===== src/rtl/pc_pkg.sv =====
// rtl/pc_pkg.sv - shared types and defaults for the program-counter sequencer
package pc_pkg;

  localparam int PC_W           = 10;
  localparam int START_ADDR_DEF = 0;

  typedef enum logic [1:0] {
    IDLE,
    RUN,
    HALTED
  } state_t;

  typedef enum logic [2:0] {
    SEL_HOLD,
    SEL_INC,
    SEL_ABS,
    SEL_REL,
    SEL_RET
  } pc_sel_t;

endpackage


===== src/rtl/pc_sequencer_if.sv =====
// rtl/pc_sequencer_if.sv - control and status bundle between the LUT stage and the PC sequencer
interface pc_sequencer_if import pc_pkg::*; #(
  parameter int D = PC_W
);

  logic         start;
  logic         stall;
  logic         halt_req;
  logic         branch_en;
  logic         branch_cond;
  logic [D-1:0] target;
  logic         rel_en;
  logic [D-1:0] rel_off;
  logic         call_en;
  logic         ret_en;
  logic [D-1:0] prog_ctr;
  logic         running;
  logic         done;
  logic         stack_err;

  modport master (
    output start, stall, halt_req, branch_en, branch_cond, target,
           rel_en, rel_off, call_en, ret_en,
    input  prog_ctr, running, done, stack_err
  );

  modport slave (
    input  start, stall, halt_req, branch_en, branch_cond, target,
           rel_en, rel_off, call_en, ret_en,
    output prog_ctr, running, done, stack_err
  );

endinterface


===== src/rtl/pc_ret_stack.sv =====
// rtl/pc_ret_stack.sv - circular LIFO of return addresses; a push when full overwrites the oldest entry
module pc_ret_stack #(
  parameter int D     = 10,
  parameter int DEPTH = 4
) (
  input  logic         clk,
  input  logic         rst_n,
  input  logic         flush,
  input  logic         push,
  input  logic         pop,
  input  logic [D-1:0] push_data,
  output logic [D-1:0] pop_data,
  output logic         full,
  output logic         empty
);

  localparam int PW = (DEPTH > 1) ? $clog2(DEPTH) : 1;
  localparam int CW = $clog2(DEPTH + 1);
  localparam logic [PW-1:0] LAST     = PW'(DEPTH - 1);
  localparam logic [CW-1:0] FULL_CNT = CW'(DEPTH);

  logic [D-1:0]  mem [DEPTH];
  logic [PW-1:0] ptr;
  logic [PW-1:0] top;
  logic [PW-1:0] nxt;
  logic [CW-1:0] count;

  // ptr is the next free slot; once full it also points at the oldest entry
  assign top      = (ptr == '0)   ? LAST : ptr - PW'(1);
  assign nxt      = (ptr == LAST) ? '0   : ptr + PW'(1);
  assign empty    = (count == '0);
  assign full     = (count == FULL_CNT);
  assign pop_data = mem[top];

  always_ff @(posedge clk or negedge rst_n) begin
    if (!rst_n) begin
      ptr   <= '0;
      count <= '0;
    end else if (flush) begin
      ptr   <= '0;
      count <= '0;
    end else if (pop) begin
      if (!empty) begin
        ptr   <= top;
        count <= count - CW'(1);
      end
    end else if (push) begin
      ptr <= nxt;
      if (!full) count <= count + CW'(1);
    end
  end

  always_ff @(posedge clk) begin
    if (push && !pop && !flush) mem[ptr] <= push_data;
  end

endmodule


===== src/rtl/pc_sequencer.sv =====
// rtl/pc_sequencer.sv - PC register with run-control FSM; return stack under PC_RET_STACK_EN
module pc_sequencer import pc_pkg::*; #(
  parameter int          D           = PC_W,
  parameter int unsigned START_ADDR  = START_ADDR_DEF,
  parameter int          STACK_DEPTH = 4
) (
  input logic           clk,
  input logic           rst_n,
  pc_sequencer_if.slave bus
);

  localparam logic [D-1:0] START_PC = START_ADDR[D-1:0];

  state_t       state_q;
  state_t       state_d;
  pc_sel_t      sel;
  logic [D-1:0] pc_q;
  logic [D-1:0] pc_d;
  logic [D-1:0] ret_pc;
  logic         load_start;
  logic         branch_taken;

`ifdef PC_RET_STACK_EN
  logic         push;
  logic         pop;
`endif

  assign branch_taken = bus.branch_en & bus.branch_cond;

  always_comb begin
    state_d    = state_q;
    sel        = SEL_HOLD;
    load_start = 1'b0;
`ifdef PC_RET_STACK_EN
    push       = 1'b0;
    pop        = 1'b0;
`endif
    unique case (state_q)
      IDLE: begin
        if (bus.start) begin
          state_d    = RUN;
          load_start = 1'b1;
        end
      end
      RUN: begin
        if (bus.halt_req) begin
          state_d = HALTED;
        end else if (bus.stall) begin
          sel = SEL_HOLD;
`ifdef PC_RET_STACK_EN
        end else if (bus.ret_en) begin
          sel = SEL_RET;
          pop = 1'b1;
        end else if (bus.call_en) begin
          sel  = SEL_ABS;
          push = 1'b1;
`endif
        end else if (branch_taken) begin
          sel = SEL_ABS;
        end else if (bus.rel_en) begin
          sel = SEL_REL;
        end else begin
          sel = SEL_INC;
        end
      end
      HALTED: begin
        if (bus.start) begin
          state_d    = RUN;
          load_start = 1'b1;
        end
      end
      default: state_d = IDLE;
    endcase
  end

  always_comb begin
    unique case (sel)
      SEL_INC: pc_d = pc_q + D'(1);
      SEL_ABS: pc_d = bus.target;
      SEL_REL: pc_d = pc_q + bus.rel_off;
      SEL_RET: pc_d = ret_pc;
      default: pc_d = pc_q;
    endcase
    if (load_start) pc_d = START_PC;
  end

  always_ff @(posedge clk or negedge rst_n) begin
    if (!rst_n) begin
      state_q <= IDLE;
      pc_q    <= START_PC;
    end else begin
      state_q <= state_d;
      pc_q    <= pc_d;
    end
  end

  assign bus.prog_ctr = pc_q;
  assign bus.running  = (state_q == RUN);
  assign bus.done     = (state_q == HALTED);

`ifdef PC_RET_STACK_EN
  logic [D-1:0] pop_data;
  logic         stack_full;
  logic         stack_empty;
  logic         err_q;

  pc_ret_stack #(
    .D     (D),
    .DEPTH (STACK_DEPTH)
  ) u_stack (
    .clk       (clk),
    .rst_n     (rst_n),
    .flush     (load_start),
    .push      (push),
    .pop       (pop),
    .push_data (pc_q + D'(1)),
    .pop_data  (pop_data),
    .full      (stack_full),
    .empty     (stack_empty)
  );

  // an underflowing return restarts the program rather than jumping to stale data
  assign ret_pc = stack_empty ? START_PC : pop_data;

  always_ff @(posedge clk or negedge rst_n) begin
    if (!rst_n) begin
      err_q <= 1'b0;
    end else if (load_start) begin
      err_q <= 1'b0;
    end else if ((push && stack_full) || (pop && stack_empty)) begin
      err_q <= 1'b1;
    end
  end

  assign bus.stack_err = err_q;
`else
  localparam int unused_stack_depth = STACK_DEPTH;
  logic unused_stack_ctrl;

  assign unused_stack_ctrl = bus.call_en ^ bus.ret_en;
  assign ret_pc            = START_PC;
  assign bus.stack_err     = 1'b0;
`endif

endmodule


===== src/flat_wrapper.sv =====
// flat-port wrapper written by rule: the top's interface ports become plain ports
module pc_sequencer_flat import pc_pkg::*;
#(
  parameter int          D           = PC_W,
  parameter int unsigned START_ADDR  = START_ADDR_DEF,
  parameter int          STACK_DEPTH = 4
)
  (clk, rst_n, bus_start, bus_stall, bus_halt_req, bus_branch_en, bus_branch_cond, bus_target, bus_rel_en, bus_rel_off, bus_call_en, bus_ret_en, bus_prog_ctr, bus_running, bus_done, bus_stack_err);
  pc_sequencer_if #(.D(D)) bus_i ();
  input logic clk;
  input logic rst_n;
  input wire logic [$bits(bus_i.start)-1:0] bus_start;
  input wire logic [$bits(bus_i.stall)-1:0] bus_stall;
  input wire logic [$bits(bus_i.halt_req)-1:0] bus_halt_req;
  input wire logic [$bits(bus_i.branch_en)-1:0] bus_branch_en;
  input wire logic [$bits(bus_i.branch_cond)-1:0] bus_branch_cond;
  input wire logic [$bits(bus_i.target)-1:0] bus_target;
  input wire logic [$bits(bus_i.rel_en)-1:0] bus_rel_en;
  input wire logic [$bits(bus_i.rel_off)-1:0] bus_rel_off;
  input wire logic [$bits(bus_i.call_en)-1:0] bus_call_en;
  input wire logic [$bits(bus_i.ret_en)-1:0] bus_ret_en;
  output wire logic [$bits(bus_i.prog_ctr)-1:0] bus_prog_ctr;
  output wire logic [$bits(bus_i.running)-1:0] bus_running;
  output wire logic [$bits(bus_i.done)-1:0] bus_done;
  output wire logic [$bits(bus_i.stack_err)-1:0] bus_stack_err;
  assign bus_i.start = bus_start;
  assign bus_i.stall = bus_stall;
  assign bus_i.halt_req = bus_halt_req;
  assign bus_i.branch_en = bus_branch_en;
  assign bus_i.branch_cond = bus_branch_cond;
  assign bus_i.target = bus_target;
  assign bus_i.rel_en = bus_rel_en;
  assign bus_i.rel_off = bus_rel_off;
  assign bus_i.call_en = bus_call_en;
  assign bus_i.ret_en = bus_ret_en;
  assign bus_prog_ctr = bus_i.prog_ctr;
  assign bus_running = bus_i.running;
  assign bus_done = bus_i.done;
  assign bus_stack_err = bus_i.stack_err;
  pc_sequencer #(.D(D), .START_ADDR(START_ADDR), .STACK_DEPTH(STACK_DEPTH)) u_core (.clk(clk), .rst_n(rst_n), .bus(bus_i));
endmodule

===== config.mk =====
export PLATFORM = sky130hd
export DESIGN_NAME = pc_sequencer_flat
export DESIGN_NICKNAME = d
export VERILOG_FILES = /design/src/rtl/pc_pkg.sv /design/src/rtl/pc_sequencer_if.sv /design/src/rtl/pc_ret_stack.sv /design/src/rtl/pc_sequencer.sv /design/src/flat_wrapper.sv
export SDC_FILE = /design/constraint.sdc
export NUM_CORES = 1
export LEC_CHECK = 0
export ABC_AREA = 1
export CORE_MARGIN = 2
export CORE_UTILIZATION = 44
export DETAILED_ROUTE_END_ITERATION = 10
export PLACE_DENSITY = 0.88
export SLEW_MARGIN = 20
export SYNTH_ARGS = -nofsm -noshare
export SYNTH_HDL_FRONTEND = slang
export SYNTH_HIERARCHICAL = 1
export SYNTH_SLANG_ARGS = --single-unit

===== constraint.sdc =====
create_clock -name clk -period 2.77 [get_ports clk]
set_input_delay 0.554 -clock clk [delete_from_list [all_inputs] [get_ports clk]]
set_output_delay 0.554 -clock clk [all_outputs]
set_load 0.005 [all_outputs]

After elaboration in Yosys (flattened, before gate mapping)
Cells that the tools add are included.
{"block": "totals", "romBits": 0, "wordCells": 29, "mem_bits_rw": 0, "memories": 0, "input_bits": 30, "out_inout_bits": 13, "ff_bits": 12, "latchBits": 0}
{"block": "op_classes", "shifts": 0, "bitwise": 1, "add_sub_neg": 2, "mux": 12, "div": 0, "n_reduce_logical": 4, "mul": 0, "order_cmp": 0, "eq_ne": 8}
{"cell": "$pmux 10 s4", "n": 1}
{"cell": "$mux 3", "n": 4}
{"cell": "$add 10x1->10 const B", "n": 1}
{"cell": "$add 10x10->10", "n": 1}
{"cell": "$mux 10", "n": 1}
{"cell": "$eq 3x2->1 const B", "n": 2}
{"cell": "$mux 2", "n": 3}
{"cell": "$reduce_bool 5->1", "n": 1}
{"cell": "$pmux 2 s2", "n": 1}
{"cell": "$eq 3x1->1 const B", "n": 1}
{"cell": "$eq 3x3->1 const B", "n": 1}
{"cell": "$eq 2x1->1 const B", "n": 1}
{"cell": "$eq 2x2->1 const B", "n": 1}
{"cell": "$logic_not 2->1", "n": 1}
{"cell": "$mux 1", "n": 2}
{"cell": "$ne 2x1->1 const B", "n": 1}
{"cell": "$ne 2x2->1 const B", "n": 1}
{"cell": "$reduce_and 2->1", "n": 1}
{"cell": "$reduce_or 2->1", "n": 1}
{"cell": "$and 1x1->1", "n": 1}

Longest topological paths before layout
Gate-level depths: netlist (run 1).
{"block": "logic_depth", "depth_word": 8, "depth_mapped": 19, "ltp_nobuf": 18}

Least setup slack after synthesis (run 1)
No wires, ideal clock.
{"block": "synth_timing", "path_kind": "input -> register", "start": "input port bus_stall", "end": "register u_core.pc_q[4], in the netlist u_core/bus.prog_ctr[4]", "t_required_ns": 2.647, "path_buffers": 1, "t_arrival_ns": 2.340, "slack_ns": 0.307, "cell_stages": 12, "setup_ns": 0.123, "path_cell_list": "nand3b_1 > a21oi_1 > ha_1 > buf_4 > nand2_1 > ha_1 > fa_1 > nand3_1 > nand2_1 > xor2_1 > o21ai_0 > nand2_1"}
{"block": "synth_between", "elab_chain_cells": 6, "word_cells_on_any_way": 10, "cone_classes": "eq/ne (4); mux (5); reduce/logical (1)"}
{"element": "start, declared", "line_no": "flat_wrapper.sv:13", "source": "input wire logic [$bits(bus_i.stall)-1:0] bus_stall;"}
{"element": "$mux 3 (*)", "line_no": "pc_sequencer.sv:48", "source": "end else if (bus.stall) begin"}
{"element": "$mux 3 (*)", "line_no": "pc_sequencer.sv:46", "source": "if (bus.halt_req) begin"}
{"element": "$mux 3 (*)", "line_no": "pc_sequencer.sv:38", "source": "unique case (state_q)"}
{"element": "$eq 3x3->1 (tied with other cells)", "line_no": "pc_sequencer.sv:77", "source": "unique case (sel)"}
{"element": "$pmux 10 s4", "line_no": "pc_sequencer.sv:77"}
{"element": "$mux 10", "line_no": "pc_sequencer.sv:84", "source": "if (load_start) pc_d = START_PC;"}
{"element": "end signal, assigned", "line_no": "pc_sequencer.sv:93", "source": "pc_q <= pc_d;"}
{"element": "end, declared", "line_no": "pc_sequencer.sv:17", "source": "logic [D-1:0] pc_q;"}
Mark *: on every way between the ends. The rest lies on a longest branch, timed or not.
A chain may end at the register's enable or synchronous reset.

Worst setup path after layout (run 1)
{"block": "layout_timing", "start": "input port bus_stall", "end": "register u_core.pc_q[9], in the netlist u_core/bus.prog_ctr[9]"}
The elaborated chain is that of the path after synthesis.

==> results.json, run 1 <==
{
  "grtUsageTotal": 0.1969,
  "grt_start_max_net_pins": 14,
  "worst_pin_slew_ns": 0.5249,
  "p_comb_frac": 0.573,
  "drv_cap": 0,
  "min_period_ns": 2.668,
  "fin_skew_ns": 0.0002700,
  "layout-drive-gt1-share": 0.1288,
  "hold_violations": 0,
  "synth_cells": 181,
  "core-area_um2": 2500,
  "dr_wl_met2_mm": 1.618,
  "holdPathStages": 2,
  "clock-root-buffer": "clkbuf_4",
  "endpoint_kind": "register",
  "synthFlopType": "dfrtp_1",
  "worstSetupPathType": "primary input to register",
  "globalplace.congestion": 0.8049,
  "yosysTopAreaCell": "dfrtp_1",
  "fp-row-count": 18,
  "numPortBuffers": 39,
  "synth_cell_type_count": 23,
  "num-fill-cells": 208,
  "synth.avg_cell_area_um2": 6.422,
  "peakVddDrop_v": 0.0004423,
  "overflow": 0,
  "io_pins": 43,
  "worst_path_most_repeated_cell": "nand2_1",
  "holdPathEnd": "u_core/bus.prog_ctr[9]",
  "hold_path.class": "register to register",
  "synth_area_leaders": "dfrtp_1 (26%), nand2_1 (19%), ha_1 (12%)",
  "power_frac_seq": 0.314,
  "synth_edf_count": 0,
  "cts_tree": "done",
  "dieArea_um2": 3069,
  "place_worst_setup_slack_ns": -0.1719,
  "yosysWarnings": 6,
  "area_growth_pct": 47.04,
  "whs_ns": 0.5245,
  "cpPeakStageDelay_ns": 0.40,
  "first_pass_iters": 4,
  "top_layer": "met4",
  "ys_ff_latch": 12,
  "p_int_w": 0.0005772,
  "synth_top_area_frac": 0.2583,
  "cp_max_fo": 5,
  "async_reset_ff_frac": 1.000,
  "synthesis.nets": 223,
  "initial_utilization": 0.4650,
  "final_common_cell": "nand2_1",
  "setup_ws_ns": 0.1024,
  "nNetsFinal": 277,
  "die_x_um": 55.40,
  "power_density_nw_per_um2": 546.6,
  "layout_common_cells": "nand2_1 (60), clkdlybuf4s50_1 (38), inv_1 (24), nor2_1 (23), nand3_1 (14)",
  "vias": 1349,
  "netlist_area_um2": 1162,
  "final.period_utilization": 0.9630,
  "dpl.hpwl_mm": 2.324,
  "drt-met1-wl_mm": 1.314,
  "path_cells": "clkdlybuf4s50_1 > nand3b_1 > a21oi_2 > ha_2 > buf_2 > nand2_1 > inv_1 > ha_1 > nand2_1 > nand2_1 > a21oi_1 > nand3_1 > nand2_1 > nand3_1 > nand2_1 > nand2_1",
  "clk_latency_ns": 0.27,
  "cp_slowest_cell": "clkdlybuf4s50_1",
  "cts_hold_buf": 0,
  "status": "finished, final reports clean",
  "clk_pin_slew_ns": 0.07,
  "antenna_left": 0,
  "cts_buffer_depth": 2,
  "setup_tns_ns": 0,
  "arrival_ns": 2.84,
  "cts_max_level": 1,
  "relSlewSlack": 0.6490,
  "drv_slew": 0,
  "cp.required_ns": 2.94,
  "grt_first_pass_wirelength_mm": 4.954,
  "drt_first_iter_violations": 46,
  "reg2reg_to": "u_core/bus.prog_ctr[9]",
  "rr_worst_depth": 16,
  "n_antenna_cell": 0,
  "reg2reg_slack_ns": 0.25,
  "met3_length_um": 144,
  "route.detailed.drc": 0,
  "setup_viol": 0,
  "switchingPower_w": 0.0003569,
  "rr_startpoint": "u_core/state_q[1]",
  "min_from": "u_core/bus.prog_ctr[9]",
  "swShare": 0.3821,
  "ys_seq_area_frac": 0.2583,
  "start_kind": "primary input",
  "grt_pass1_vias": 1268,
  "die_y_um": 55.40,
  "cts_sinks": 12,
  "clkPwrFrac": 0.114,
  "total_leakage_power_nw": 0.9666,
  "wirelength_mm": 3.126,
  "max_freq_ghz": 0.3749,
  "cts_buffers": 3,
  "wl_per_cell_um": 11.89,
  "antenna_found_initial": 0,
  "viasPerCell": 5.129
}
worst max-delay path: cells and delay by family:
family	cells	cell delay [ns]
AND/OR/NAND/NOR	9	0.78
buffers and inverters	3	0.64
adder cells (fa/ha/maj)	2	0.51
AO/OA/AOI/OAI	2	0.35
through the flow:
stage / cells / cell area [um2] / power (W) / utilization
after global routing: 263 / 1709 / 0.0009998 / 0.6837
after global placement: 259 / 1658 / 0.0007948 / 0.6632
after CTS: 262 / 1680 / 0.0009166 / 0.6722
after floorplan: 181 / 1162 / 0.0005274 / -
after detailed placement: 259 / 1658 / 0.0008062 / 0.6632
final: 263 / 1709 / 0.0009342 / 0.6837
sequential cells by signal, indices dropped and copies added (netlist names):
signal,flops
u_core/bus.prog_ctr,10
u_core/state_q,2
synthesized netlist by cell type, drive strengths merged (2+ instances only):
master,count
nor2,25
ha,11
a21oi,7
buf,3
mux2i,2
inv,25
xor2,4
o21ai,6
nand2,63
nand3,15
dfrtp,12
timing repair:
action | CTS | global route
setup buffers | 0 | 0
resized for setup | 0 | 9
hold endpoints to repair | 0 | 0
setup endpoints to repair | 0 | 7
logic make-up after synthesis:
family / after synthesis / share of synthesized area
simple gates: 105 / 0.3735
flops: 12 / 0.2583
xor+xnor: 4 / 0.03014
compound gates: 16 / 0.07859
buf+inv: 29 / 0.1033
mux: 2 / 0.01722
fa+ha+maj: 12 / 0.1356
other cells: 1 / 0.003226
worst max-delay path by stage:
stage	start	to	slack (ns)
2_1_floorplan	bus_stall	u_core/bus.prog_ctr[4]	0.31
3_3_place_gp	bus_halt_req	u_core/bus.prog_ctr[6]	-0.13
6_report	bus_stall	u_core/bus.prog_ctr[9]	0.10
4_1_cts	bus_halt_req	u_core/bus.prog_ctr[7]	0.11
3_5_place_dp	bus_halt_req	u_core/bus.prog_ctr[7]	-0.17
5_1_grt	bus_stall	u_core/bus.prog_ctr[7]	-0.04
metal layers:
metal,GRT usage,vias up
met2,0.3520,42
met1,0.2295,628
met5,0,-
met4,0.08711,0
li1,-,670
met3,0.03044,9
final cells by class:
cell class                      count  area [um2]  area share
Multi-Input combinational cell    140       759.5      0.4444
Timing Repair Buffer               52       491.7      0.2877
Sequential cell                    12       300.3      0.1757
Inverter                           26       97.59     0.05710
Tap cell                           30       37.54     0.02196
Clock buffer                        3       22.52     0.01318
power by group through the flow:
stage / logic, W / clock network, W / registers (W)
6_report: 0.000535 / 0.000106 / 0.000293
5_1_grt: 0.000587 / 0.000112 / 0.000300
4_1_cts: 0.000520 / 0.000108 / 0.000290
3_5_place_dp: 0.000514 / 0 / 0.000293
3_3_place_gp: 0.000503 / 0 / 0.000291
2_1_floorplan: 0.000242 / 0 / 0.000285
Note: power is estimated with default switching activity, not from simulation.
==> run 2, diff against run 1 <==
--- a/config.mk
+++ b/config.mk
@@ -7,11 +7,11 @@
 export LEC_CHECK = 0
 export ABC_AREA = 1
 export CORE_MARGIN = 2
-export CORE_UTILIZATION = 44
+export CORE_UTILIZATION = 45
 export DETAILED_ROUTE_END_ITERATION = 10
-export PLACE_DENSITY = 0.88
+export HOLD_SLACK_MARGIN = 0.12
+export PLACE_DENSITY = 0.89
 export SLEW_MARGIN = 20
 export SYNTH_ARGS = -nofsm -noshare
 export SYNTH_HDL_FRONTEND = slang
-export SYNTH_HIERARCHICAL = 1
 export SYNTH_SLANG_ARGS = --single-unit
==> run 2 against run 1 <==
  * First-iteration DRC count fell by 20%
  * Largest power group unchanged
  * Clock-buffer cell count is the same
  * Critical endpoint is now u_core.bus.prog_ctr[9]
  * Power up 14%
==> results.json, run 2 <==
{
  "status": "finished, final reports clean",
  "ys_ff_latch": 12,
  "antenna_left": 0,
  "endpoint_kind": "register",
  "min_from": "bus_halt_req",
  "drt_first_iter_violations": 37,
  "synthFlopType": "dfrtp_1",
  "place_worst_setup_slack_ns": -0.3587,
  "async_reset_ff_frac": 1.000,
  "route.detailed.drc": 0,
  "synth_cells": 189,
  "numPortBuffers": 39,
  "core-area_um2": 2500,
  "first_pass_iters": 4,
  "holdPathEnd": "u_core.state_q[1]",
  "synth.avg_cell_area_um2": 6.342,
  "synth_edf_count": 0,
  "layout-drive-gt1-share": 0.2177,
  "cts_sinks": 12,
  "max_freq_ghz": 0.3799,
  "cp.required_ns": 2.95,
  "hold_path.class": "primary input to register",
  "cp_slowest_cell": "clkdlybuf4s50_1",
  "power_density_nw_per_um2": 557.4,
  "synthTopCellsByCount": "nand2_1 (67), inv_1 (25), nor2_1 (24), dfrtp_1 (12), nand3_1 (12)",
  "clk_latency_ns": 0.29,
  "drv_slew": 0,
  "netlist_area_um2": 1199,
  "clk_pin_slew_ns": 0.07,
  "nNetsFinal": 292,
  "relSlewSlack": 0.6125,
  "final_common_cell": "nand2_1",
  "worst_pin_slew_ns": 0.5794,
  "cts_tree": "done",
  "synth_most_common_cell": "nand2_1",
  "grtUsageTotal": 0.2378,
  "drt-met1-wl_mm": 1.447,
  "dpl.hpwl_mm": 2.545,
  "viasPerCell": 5.158,
  "overflow": 0,
  "ys_seq_area_frac": 0.2505,
  "reg2reg_slack_ns": 0.21,
  "cp_max_fo": 5,
  "grt_pass1_vias": 1379,
  "vias": 1434,
  "met3_length_um": 237,
  "grt_first_pass_wirelength_mm": 5.796,
  "wl_per_cell_um": 13.78,
  "worst_path_most_repeated_cell": "nand2_1",
  "synthesis.nets": 231,
  "drv_cap": 0,
  "synth_cell_type_count": 24,
  "clock-root-buffer": "clkbuf_4",
  "n_antenna_cell": 0,
  "cts_hold_buf": 0,
  "cts_max_level": 1,
  "setup_ws_ns": 0.1375,
  "setup_viol": 0,
  "dp_cells": 271,
  "grt_start_max_net_pins": 15,
  "dieArea_um2": 3092,
  "worstSetupPathType": "primary input to register",
  "path_cells": "clkdlybuf4s50_1 > a21oi_2 > nor2_4 > ha_4 > buf_6 > nand2_1 > inv_1 > ha_1 > nand2_2 > nor2_1 > nand3_1 > nand4_1 > nand3_1 > nand2_1 > nand2_1",
  "fin_skew_ns": 0.005548,
  "yosysWarnings": 0,
  "setup_tns_ns": 0,
  "total_leakage_power_nw": 1.005,
  "peakVddDrop_v": 0.0005402,
  "synth_area_leaders": "dfrtp_1 (25%), nand2_1 (21%), ha_1 (11%)",
  "rr_startpoint": "u_core.state_q[0]",
  "yosysTopAreaCell": "dfrtp_1",
  "synth_top_area_frac": 0.2505,
  "fin_cells": 278,
  "globalplace.congestion": 0.8495,
  "wirelength_mm": 3.832,
  "dr_wl_met2_mm": 1.965,
  "area_growth_pct": 59.81,
  "antenna_found_initial": 0,
  "min_period_ns": 2.632,
  "reg2reg_to": "u_core.bus.prog_ctr[6]",
  "fp-row-count": 18,
  "largest_reg_flops": 10,
  "initial_utilization": 0.4795,
  "p_total_w": 0.001068,
  "cts_buffers": 3,
  "arrival_ns": 2.82,
  "cpPeakStageDelay_ns": 0.49,
  "die_y_um": 55.61,
  "start_kind": "primary input",
  "final.period_utilization": 0.9504,
  "holdPathStages": 3,
  "cts_buffer_depth": 2,
  "hold_violations": 0,
  "layout_common_cells": "nand2_1 (62), clkdlybuf4s50_1 (38), inv_1 (22), nor2_1 (22), buf_4 (18)",
  "top_layer": "met4",
  "die_x_um": 55.61,
  "io_pins": 43,
  "rr_worst_depth": 17
}
==> run 2: changes by cell type in the layout (fill, tap and decap cells not counted), moves of 3 or more <==
cell,change
ha_1,-4
a21oi_1,-3
ha_4,+5
nand2_2,+4
nand3_1,-4
inv_2,+4
buf_4,+7
==> run 2: where the power goes <==
part	internal (W)	switching, W	total (W)	leakage (nW)
registers	0.000234	0.0000744	0.000308	0.159
clock network	0.0000507	0.0000632	0.000114	0.0138
logic	0.000363	0.000283	0.000646	0.832
==> run 2: cells by family (layout without fill, tap and decap cells) <==
kind of cell               count (synthesis)  count (layout)  synth area share
other                                      1               1          0.003129
buffers and inverters                     31              90            0.1096
adders and majority gates                 12              12            0.1315
AOI/OAI and AO/OA                         15              15           0.07307
DFF                                       12              12            0.2505
and+or+nand+nor                          112             112            0.3862
xor gates and xnor gates                   4               4           0.02923
muxes                                      2               2           0.01670
==> run 2: worst max-delay path by stage <==
stage / from / cells past startpoint / end
5_1_grt: bus_branch_en / 15 / u_core.bus.prog_ctr[9]
2_1_floorplan: bus_halt_req / 14 / u_core.bus.prog_ctr[4]
4_1_cts: bus_halt_req / 17 / u_core.bus.prog_ctr[8]
6_report: bus_branch_en / 15 / u_core.bus.prog_ctr[9]
3_5_place_dp: bus_halt_req / 19 / u_core.bus.prog_ctr[7]
3_3_place_gp: bus_halt_req / 17 / u_core.bus.prog_ctr[8]
==> run 2: timing repair <==
| action | 4_1_cts | 5_1_grt |
|---|---|---|
| buffers inserted | 1 | 2 |
| pin swaps | 5 | 9 |
| endpoints found under the hold margin | 0 | 0 |
| cloned | 1 | 0 |
| gates resized for setup | 14 | 19 |
| endpoints found under the setup margin | 5 | 10 |
==> run 2: area by class of cell <==
| class | count | area, um2 |
|---|---|---|
| Fill cell | 166 | 584.3 |
| Sequential cell | 12 | 300.3 |
| Timing Repair Buffer | 59 | 550.5 |
| Multi-Input combinational cell | 146 | 899.6 |
| Clock buffer | 3 | 22.52 |
| Inverter | 28 | 105.1 |
| Tap cell | 30 | 37.54 |
==> run 2: stage by stage <==
| step | hold slack [ns] | utilization | instance area, um2 |
|---|---|---|---|
| 5_1_grt | 0.5225 | 0.7663 | 1916 |
| 4_1_cts | 0.5141 | 0.7272 | 1818 |
| 3_3_place_gp | 0.4994 | 0.6882 | 1720 |
| 6_report | 0.5162 | 0.7663 | 1916 |
| 2_1_floorplan | 0.2584 | - | 1199 |
| 3_5_place_dp | 0.4987 | 0.6882 | 1720 |
==> run 2: critical path, delay by kind of cell <==
family                   cells  cell delay [ns]
AND/OR/NAND/NOR              9             0.81
buffers and inverters        3             0.67
adder cells (fa/ha/maj)      2             0.56
AO/OA/AOI/OAI                1             0.23
==> run 2: per-layer routing <==
| metal | track usage | up-vias |
|---|---|---|
| li1 | - | 708 |
| met1 | 0.2664 | 627 |
| met2 | 0.4456 | 81 |
| met3 | 0.02558 | 18 |
| met4 | 0.1080 | 0 |
| met5 | 0 | - |
